## src/rtl/adder_final_pkg.sv

```systemverilog
// Shared constants and types for the final carry-save-to-binary adder.
package adder_final_pkg;

    // Number of input columns, which is also the operand width.
    localparam int N_COL   = 14;
    // Width of one first-level lookahead group.
    localparam int GROUP_W = 4;

    typedef logic [N_COL-1:0]   operand_t;
    typedef logic [GROUP_W-1:0] group_t;

endpackage

```

## src/rtl/adder_final_cla4.sv

```systemverilog
// 4-bit carry-lookahead block: local sum plus group generate/propagate for
// the second-level lookahead.
module adder_cla4
    import adder_final_pkg::*;
(
    input  logic [GROUP_W-1:0] a,
    input  logic [GROUP_W-1:0] b,
    input  logic               cin,
    output logic [GROUP_W-1:0] sum,
    output logic               g,
    output logic               p
);

    logic [GROUP_W-1:0] gb;
    logic [GROUP_W-1:0] pb;
    logic [GROUP_W-1:0] c;

    // Bit generate/propagate, flattened in-group carries, and group terms.
    always_comb begin
        gb   = a & b;
        pb   = a ^ b;
        c[0] = cin;
        c[1] = gb[0] | (pb[0] & cin);
        c[2] = gb[1] | (pb[1] & gb[0]) | (pb[1] & pb[0] & cin);
        c[3] = gb[2] | (pb[2] & gb[1]) | (pb[2] & pb[1] & gb[0])
             | (pb[2] & pb[1] & pb[0] & cin);
        sum  = pb ^ c;
        g    = gb[3] | (pb[3] & gb[2]) | (pb[3] & pb[2] & gb[1])
             | (pb[3] & pb[2] & pb[1] & gb[0]);
        p    = &pb;
    end

endmodule

```

## src/rtl/adder_final.sv

```systemverilog
// Final adder: converts a 14-column carry-save pair into a binary sum using
// a two-level carry-lookahead tree, with a registered copy of the result.
module adder_final
    import adder_final_pkg::*;
(
    input  logic             clk,
    input  logic             reset,
    input  logic [1:0]       x0,
    input  logic [1:0]       x1,
    input  logic [1:0]       x2,
    input  logic [1:0]       x3,
    input  logic [1:0]       x4,
    input  logic [1:0]       x5,
    input  logic [1:0]       x6,
    input  logic [1:0]       x7,
    input  logic [1:0]       x8,
    input  logic [1:0]       x9,
    input  logic [1:0]       x10,
    input  logic [1:0]       x11,
    input  logic [1:0]       x12,
    input  logic [1:0]       x13,
    output logic [N_COL-1:0] out,
    output logic             cout,
    output logic [N_COL-1:0] out_q,
    output logic             cout_q
);

    operand_t a;
    operand_t b;

    group_t   s0, s1, s2, s3;
    logic     g0, g1, g2, g3;
    logic     p0, p1, p2, p3;
    logic     c4, c8, c12;

    // Column unpacking: x0 is the MSB column, bit 0 is operand A, bit 1 is B.
    always_comb begin
        a = {x0[0], x1[0], x2[0], x3[0], x4[0], x5[0], x6[0],
             x7[0], x8[0], x9[0], x10[0], x11[0], x12[0], x13[0]};
        b = {x0[1], x1[1], x2[1], x3[1], x4[1], x5[1], x6[1],
             x7[1], x8[1], x9[1], x10[1], x11[1], x12[1], x13[1]};
    end

    adder_cla4 u_grp0 (
        .a   (a[3:0]),
        .b   (b[3:0]),
        .cin (1'b0),
        .sum (s0),
        .g   (g0),
        .p   (p0)
    );

    adder_cla4 u_grp1 (
        .a   (a[7:4]),
        .b   (b[7:4]),
        .cin (c4),
        .sum (s1),
        .g   (g1),
        .p   (p1)
    );

    adder_cla4 u_grp2 (
        .a   (a[11:8]),
        .b   (b[11:8]),
        .cin (c8),
        .sum (s2),
        .g   (g2),
        .p   (p2)
    );

    // Top group only carries bits 13:12; its upper inputs are tied low.
    adder_cla4 u_grp3 (
        .a   ({2'b00, a[13:12]}),
        .b   ({2'b00, b[13:12]}),
        .cin (c12),
        .sum (s3),
        .g   (g3),
        .p   (p3)
    );

    // Second-level lookahead: every group carry-in derived directly from
    // group generate/propagate, with no ripple between groups.
    always_comb begin
        c4  = g0;
        c8  = g1 | (p1 & g0);
        c12 = g2 | (p2 & g1) | (p2 & p1 & g0);
        out = {s3[1:0], s2, s1, s0};
        // With bits 3:2 of the top group tied low, the carry out of bit 13
        // lands on s3[2]. s3[3], g3 and p3 are all zero in that case, so
        // OR-ing them in leaves the result unchanged.
        cout = s3[2] | s3[3] | g3 | (p3 & c12);
    end

    // Output register: one-cycle copy of the sum, cleared asynchronously.
    always_ff @(posedge clk or posedge reset) begin
        if (reset) begin
            out_q  <= '0;
            cout_q <= 1'b0;
        end else begin
            out_q  <= out;
            cout_q <= cout;
        end
    end

endmodule

```

## config.mk

```make
export PLATFORM = sky130hd
export DESIGN_NAME = adder_final
export DESIGN_NICKNAME = d
export VERILOG_FILES = /design/src/rtl/adder_final_pkg.sv /design/src/rtl/adder_final_cla4.sv /design/src/rtl/adder_final.sv
export SDC_FILE = /design/constraint.sdc
export NUM_CORES = 1
export LEC_CHECK = 0
export ABC_AREA = 1
export ABC_CLOCK_PERIOD_IN_PS = 2650
export CORE_ASPECT_RATIO = 0.8
export CORE_MARGIN = 3
export CORE_UTILIZATION = 38
export CTS_BUF_LIST = sky130_fd_sc_hd__clkbuf_8
export CTS_CLUSTER_DIAMETER = 100
export DETAILED_ROUTE_END_ITERATION = 12
export GPL_TIMING_DRIVEN = 0
export PLACE_DENSITY = 0.91
export SKIP_CTS_REPAIR_TIMING = 1
export SYNTH_ARGS = -nofsm -noshare
export SYNTH_HDL_FRONTEND = slang
export SYNTH_SLANG_ARGS = --single-unit
```

## constraint.sdc

```tcl
create_clock -name clk -period 2.65 [get_ports clk]
set_clock_uncertainty 0.05 [all_clocks]
set_input_delay 0.53 -clock clk [delete_from_list [all_inputs] [get_ports clk]]
set_output_delay 0.53 -clock clk [all_outputs]
set_load 0.01 [all_outputs]
```

==> impl_metrics.py, run 1 <==
metrics = {
    "outcome": {
        "status": "finished with violations",
        "violations": "negative setup slack",
    },
    "clock_network": {
        "clkSinkCount": 15,
        "cts_max_path_buffers": 2,
        "cts_root_buffer": "clkbuf_8",
        "clk_transition_reported_paths_ns": 0.06,
        "cts_tree": "built",
        "htreeDepth": 1,
        "cts_buffers": 3,
    },
    "floorplanning": {
        "chipWidth_um": 63.1,
        "initial_core_util_pct": 42.9,
        "die_y_um": 51.6,
        "core-area_mm2": 0.00231,
        "die-area_mm2": 0.00326,
        "ios": 60,
        "row_count": 15,
    },
    "global_route": {
        "grt_pass1_vias": 998,
        "track_usage_pct": 18.1,
        "grt_pass1_wl_um": 4670,
        "antenna_found_initial": 0,
        "grt_max_degree": 16,
        "gr-total-overflow": 0,
    },
    "cells_and_area": {
        "drive_above_1_share_pct": 33.1,
        "utilization_pct": 85.7,
        "syn2layout_area_growth_pct": 99.9,
        "layout.nets": 224,
        "diodes": 0,
        "fin_area_mm2": 0.00198,
    },
    "worst_setup_path": {
        "path_max_fanout": 5,
        "required_ns": 2.07,
        "arrival_ns": 2.28,
        "path_class": "input pin to primary output",
        "startpoint_type": "input pin",
        "end_kind": "primary output",
    },
    "timing": {
        "hold_viol": 0,
        "slew_headroom_pct": 61.5,
        "worstMarginPinSlew_ns": 0.578,
        "min_period_ns": 2.86,
        "fmax_mhz": 349,
        "period_share_pct": 108,
        "rsz0062_at_grt": "true",
        "finalSetupTns_ns": -0.895,
        "drv_slew": 0,
        "setup_violations": 7,
        "worst_slack_ns": -0.213,
    },
    "placed_design": {
        "dpl_cell_area_mm2": 0.00162,
        "dp_hpwl_um": 2320,
        "gp_congestion": 0.785,
        "numPortBuffers": 59,
    },
    "routing": {
        "drt_iter0_drc": 53,
        "drc_errors": 0,
        "dr.pass1.iters": 5,
        "routed-via-count": 1121,
        "via_per_inst": 5.36,
        "routedWlPerCell_um": 19.1,
        "routed_wl_um": 4000,
        "drtAntennaViolNets": 0,
    },
    "synthesis": {
        "synth_edf_count": 0,
        "synth.largest_area_cell": "dfrtp_1",
        "syn-mean-instance-area_um2": 9.61,
        "yosys_warnings": 0,
        "syn-num-nets": 151,
        "ys_types": 21,
        "syn-instance-count": 103,
        "ys_ff_latch": 15,
        "yosysSeqAreaShare_pct": 37.9,
        "netlist_top_cells_area": "dfrtp_1 (38%), ha_1 (18%), fa_1 (8.1%)",
        "synthArstFlopShare_pct": 100,
        "synth_top_area_share_pct": 37.9,
        "synthesis.area_um2": 990,
        "synth-main-ff-cell": "dfrtp_1",
    },
    "power_and_ir_drop": {
        "p_leak_nw": 1.08,
        "ir_drop_uv": 229,
        "power_density_mw_per_mm2": 496,
    },
    "min_path": {
        "hold_class": "input pin to flop",
    },
    "run": {
        "drv_cap": 0,
    },
}
-- synth_stat cells, types with 2 or more instances --
master,count
a21oi_1,6
dfrtp_1,15
fa_1,4
ha_1,14
inv_1,8
nand2_1,20
nand2_2,2
nand3_1,6
nand4_1,3
nor2_1,8
o21ai_0,2
xor2_1,6
-- report_power, final --
part / switching [W] / total [W] / internal, W
clock: 0.0000822 / 0.000186 / 0.000104
combinational: 0.000239 / 0.000511 / 0.000273
sequential: 0.0000114 / 0.000283 / 0.000272
-- registers in the layout, indices dropped and copies added (netlist names) --
name,cells
cout_q,1
out_q,14
-- critical path, stage by stage --
cell      delay [ns]
clkbuf_2        0.11
ha_4            0.23
or2_0           0.21
nand2_1         0.11
nand2_2         0.12
nand3_2         0.10
nand3_2         0.11
fa_2            0.39
xor2_2          0.18
buf_2           0.17
-- layer usage --
| metal | vias to the layer above | wire length (µm) | GRT usage (%) |
|---|---|---|---|
| met4 | 0 | 149 | 11.4 |
| met2 | 73 | 2170 | 34.0 |
| li1 | 485 | - | - |
| met1 | 549 | 1450 | 20.3 |
| met3 | 14 | 233 | 1.30 |
| met5 | - | 0 | 0 |
-- placed cells by master, fill, tap and decap left out, drive strengths merged, types with 2 or more instances in the layout --
| master | n |
|---|---|
| dlymetal6s2s | 25 |
| clkdlybuf4s50 | 23 |
| nand2 | 23 |
| buf | 16 |
| dfrtp | 15 |
| ha | 14 |
| nor2 | 9 |
| inv | 8 |
| a21oi | 7 |
| clkbuf | 7 |
| nand3 | 6 |
| xor2 | 6 |
| fa | 4 |
| nand4 | 3 |
| o21ai | 2 |
-- worst paths after layout --
| check | startpoint | end | depth (start not counted) |
|---|---|---|---|
| min in group asynchronous | reset | out_q[5] | 2 |
| max in group asynchronous | reset | out_q[8] | 2 |
| setup / recovery | x10[0] | out[13] | 10 |
| hold / removal | x13[0] | out_q[0] | 2 |
-- per-stage QoR --
| step | total power, W | worst slack, ns | cells | hold WS, ns |
|---|---|---|---|---|
| after floorplan | 0.000460 | 0.0662 | 103 | 0.381 |
| after global placement | 0.000694 | -0.945 | 196 | 0.858 |
| after detailed placement | 0.000709 | -1.00 | 196 | 0.880 |
| after CTS | 0.000898 | -1.06 | 200 | 0.608 |
| after global routing | 0.00103 | -0.284 | 209 | 0.509 |
| final | 0.000981 | -0.213 | 209 | 0.511 |
-- cell type report --
cell class | instances | area [µm²]
tap | 34 | 42.5
clock inverter | 1 | 5.00
fill | 99 | 330
inverter | 8 | 30.0
timing repair buffer | 68 | 691
multi-input combinational | 80 | 793
sequential | 15 | 375
clock buffer | 3 | 41.3
-- kinds of logic (layout without fill, tap and decap cells) --
group           count (synthesis)  in the layout  share of synthesized area [%]
simple gates                   45             45                           21.6
fa+ha+maj                      18             18                           25.8
flops                          15             15                           37.9
compound gates                 11             11                           6.32
buf+inv                         8             80                           3.03
xor+xnor                        6              6                           5.31
Note: power is estimated with default switching activity, not from simulation.
==> run 2, diff against run 1 <==
--- a/config.mk
+++ b/config.mk
@@ -8,6 +8,6 @@
 export ABC_AREA = 1
-export ABC_CLOCK_PERIOD_IN_PS = 2650
+export ABC_CLOCK_PERIOD_IN_PS = 2400
 export CORE_ASPECT_RATIO = 0.8
 export CORE_MARGIN = 3
-export CORE_UTILIZATION = 38
+export CORE_UTILIZATION = 34
 export CTS_BUF_LIST = sky130_fd_sc_hd__clkbuf_8
@@ -16,3 +16,3 @@
 export GPL_TIMING_DRIVEN = 0
-export PLACE_DENSITY = 0.91
+export PLACE_DENSITY = 0.86
 export SKIP_CTS_REPAIR_TIMING = 1
==> constraint.sdc (replaced) <==
create_clock -name clk -period 2.4 [get_ports clk]
set_clock_uncertainty 0.05 [all_clocks]
set_input_delay 0.36 -clock clk [delete_from_list [all_inputs] [get_ports clk]]
set_output_delay 0.36 -clock clk [all_outputs]
set_load 0.01 [all_outputs]
==> impl_metrics.py, run 2 (synthesis gave the netlist of run 1 again) <==
metrics = {
    "routing": {
        "dr.pass1.iters": 4,
        "drtAntennaViolNets": 0,
        "via_per_inst": 5.18,
        "routed_wl_um": 4070,
        "drt_iter0_drc": 63,
        "routed-via-count": 1098,
        "drc_errors": 0,
        "routedWlPerCell_um": 19.2,
    },
    "worst_setup_path": {
        "slowest_delay_ns": 0.41,
        "slowest_stage": "fa_2",
        "required_ns": 1.99,
        "end_kind": "primary output",
        "path_max_fanout": 4,
        "startpoint_type": "input pin",
        "arrival_ns": 2.03,
        "path_class": "input pin to primary output",
        "path_common_cell": "nand2_2",
        "crit_chain": "dlymetal6s2s_1, ha_4, nor2_1, nand2_2, nand2_2, nand2_4, nand3_2, nand3_4, fa_2, xor2_2, buf_2",
    },
    "floorplanning": {
        "core-area_mm2": 0.00260,
        "die_y_um": 54.3,
        "row_count": 16,
        "chipWidth_um": 66.3,
        "initial_core_util_pct": 38.0,
        "ios": 60,
        "die-area_mm2": 0.00360,
    },
    "global_route": {
        "antenna_found_initial": 0,
        "grt_pass1_wl_um": 4310,
        "grt_max_degree": 16,
        "grt_pass1_vias": 1008,
        "gr-total-overflow": 0,
        "track_usage_pct": 16.3,
    },
    "cells_and_area": {
        "syn2layout_area_growth_pct": 102,
        "utilization_pct": 76.9,
        "largest_register": "out_q",
        "top_regs": "out_q x14, cout_q x1",
        "largest_register_ffs": 14,
        "drive_above_1_share_pct": 29.7,
        "layout_common_cells": "dlymetal6s2s_1 (29), clkdlybuf4s50_1 (23), nand2_1 (15), dfrtp_1 (15)",
        "fillerInstances": 155,
        "fin_area_mm2": 0.00200,
        "layout.nets": 224,
        "final_common_cell": "dlymetal6s2s_1",
    },
    "timing": {
        "slew_headroom_pct": 58.4,
        "worstMarginPinSlew_ns": 0.623,
        "hold_viol": 0,
        "worst_slack_ns": -0.0430,
        "setup_violations": 4,
        "drv_slew": 0,
        "fmax_mhz": 409,
        "min_period_ns": 2.44,
        "period_share_pct": 102,
        "finalSetupTns_ns": -0.116,
        "rsz0062_at_grt": "true",
    },
    "min_path": {
        "whs_endpoint": "out_q[0]",
        "holdPathStages": 2,
        "hp-start": "x13[0]",
        "hold_class": "input pin to flop",
    },
    "placed_design": {
        "dpl_cell_area_mm2": 0.00163,
        "numPortBuffers": 59,
        "dp_hpwl_um": 2380,
        "gp_congestion": 0.738,
    },
    "power_and_ir_drop": {
        "p_leak_nw": 1.11,
        "power_density_mw_per_mm2": 547,
        "ir_drop_uv": 246,
    },
    "outcome": {
        "status": "finished with violations",
        "violations": "negative setup slack",
    },
    "clock_network": {
        "clk_transition_reported_paths_ns": 0.07,
        "clkSinkCount": 15,
        "cts_max_path_buffers": 2,
        "cts_buffers": 3,
        "cts_root_buffer": "clkbuf_8",
        "cts_tree": "built",
        "htreeDepth": 1,
    },
    "run": {
        "drv_cap": 0,
    },
}
run 2: worst max-delay path by stage:
stage / start / endpoint / cells past startpoint / slack (ns)
3_5_place_dp: x10[0] / out[13] / 10 / -0.93
3_3_place_gp: x10[0] / out[13] / 10 / -0.86
5_1_grt: x11[1] / out[13] / 11 / -0.12
2_1_floorplan: x10[0] / out[13] / 8 / 0.16
4_1_cts: x10[0] / out[13] / 10 / -0.93
6_report: x11[1] / out[13] / 11 / -0.04
run 2: stage by stage:
stage / std cells / setup slack (ns) / total power, W / hold WS (ns)
2_1_floorplan: 103 / 0.156 / 0.000508 / 0.211
3_3_place_gp: 198 / -0.858 / 0.000769 / 0.691
3_5_place_dp: 198 / -0.933 / 0.000786 / 0.694
4_1_cts: 202 / -0.933 / 0.000990 / 0.428
5_1_grt: 211 / -0.124 / 0.00115 / 0.346
6_report: 212 / -0.0430 / 0.00109 / 0.335
run 2: where the power goes:
| part | internal, W | switching (W) |
|---|---|---|
| Combinational | 0.000303 | 0.000259 |
| Sequential | 0.000300 | 0.0000173 |
| Clock | 0.000115 | 0.0000992 |
run 2: area by class of cell:
class	count	area, µm²	area share (%)
clock buffer	3	41.3	2.06
antenna	1	2.50	0.125
timing repair buffer	68	712	35.6
inverter	8	30.0	1.50
multi-input combinational	80	791	39.5
clock inverter	1	5.00	0.250
sequential	15	375	18.8
tap	36	45.0	2.25
run 2: critical path: cells and delay by family:
| kind | cells | cell delay, ns |
|---|---|---|
| adder cells (fa/ha/maj) | 2 | 0.59 |
| buffers and inverters | 2 | 0.32 |
| AND/OR/NAND/NOR | 6 | 0.61 |
| XOR/XNOR | 1 | 0.15 |
run 2: metal layers:
layer / global-route usage [%] / wire length [µm] / part of all wire, % / vias up
met5: 0 / 0 / 0 / -
met4: 8.45 / 119 / 2.9 / 0
met3: 1.44 / 261 / 6.4 / 13
met2: 33.3 / 2190 / 54 / 70
met1: 16.8 / 1500 / 37 / 527
li1: - / - / - / 488
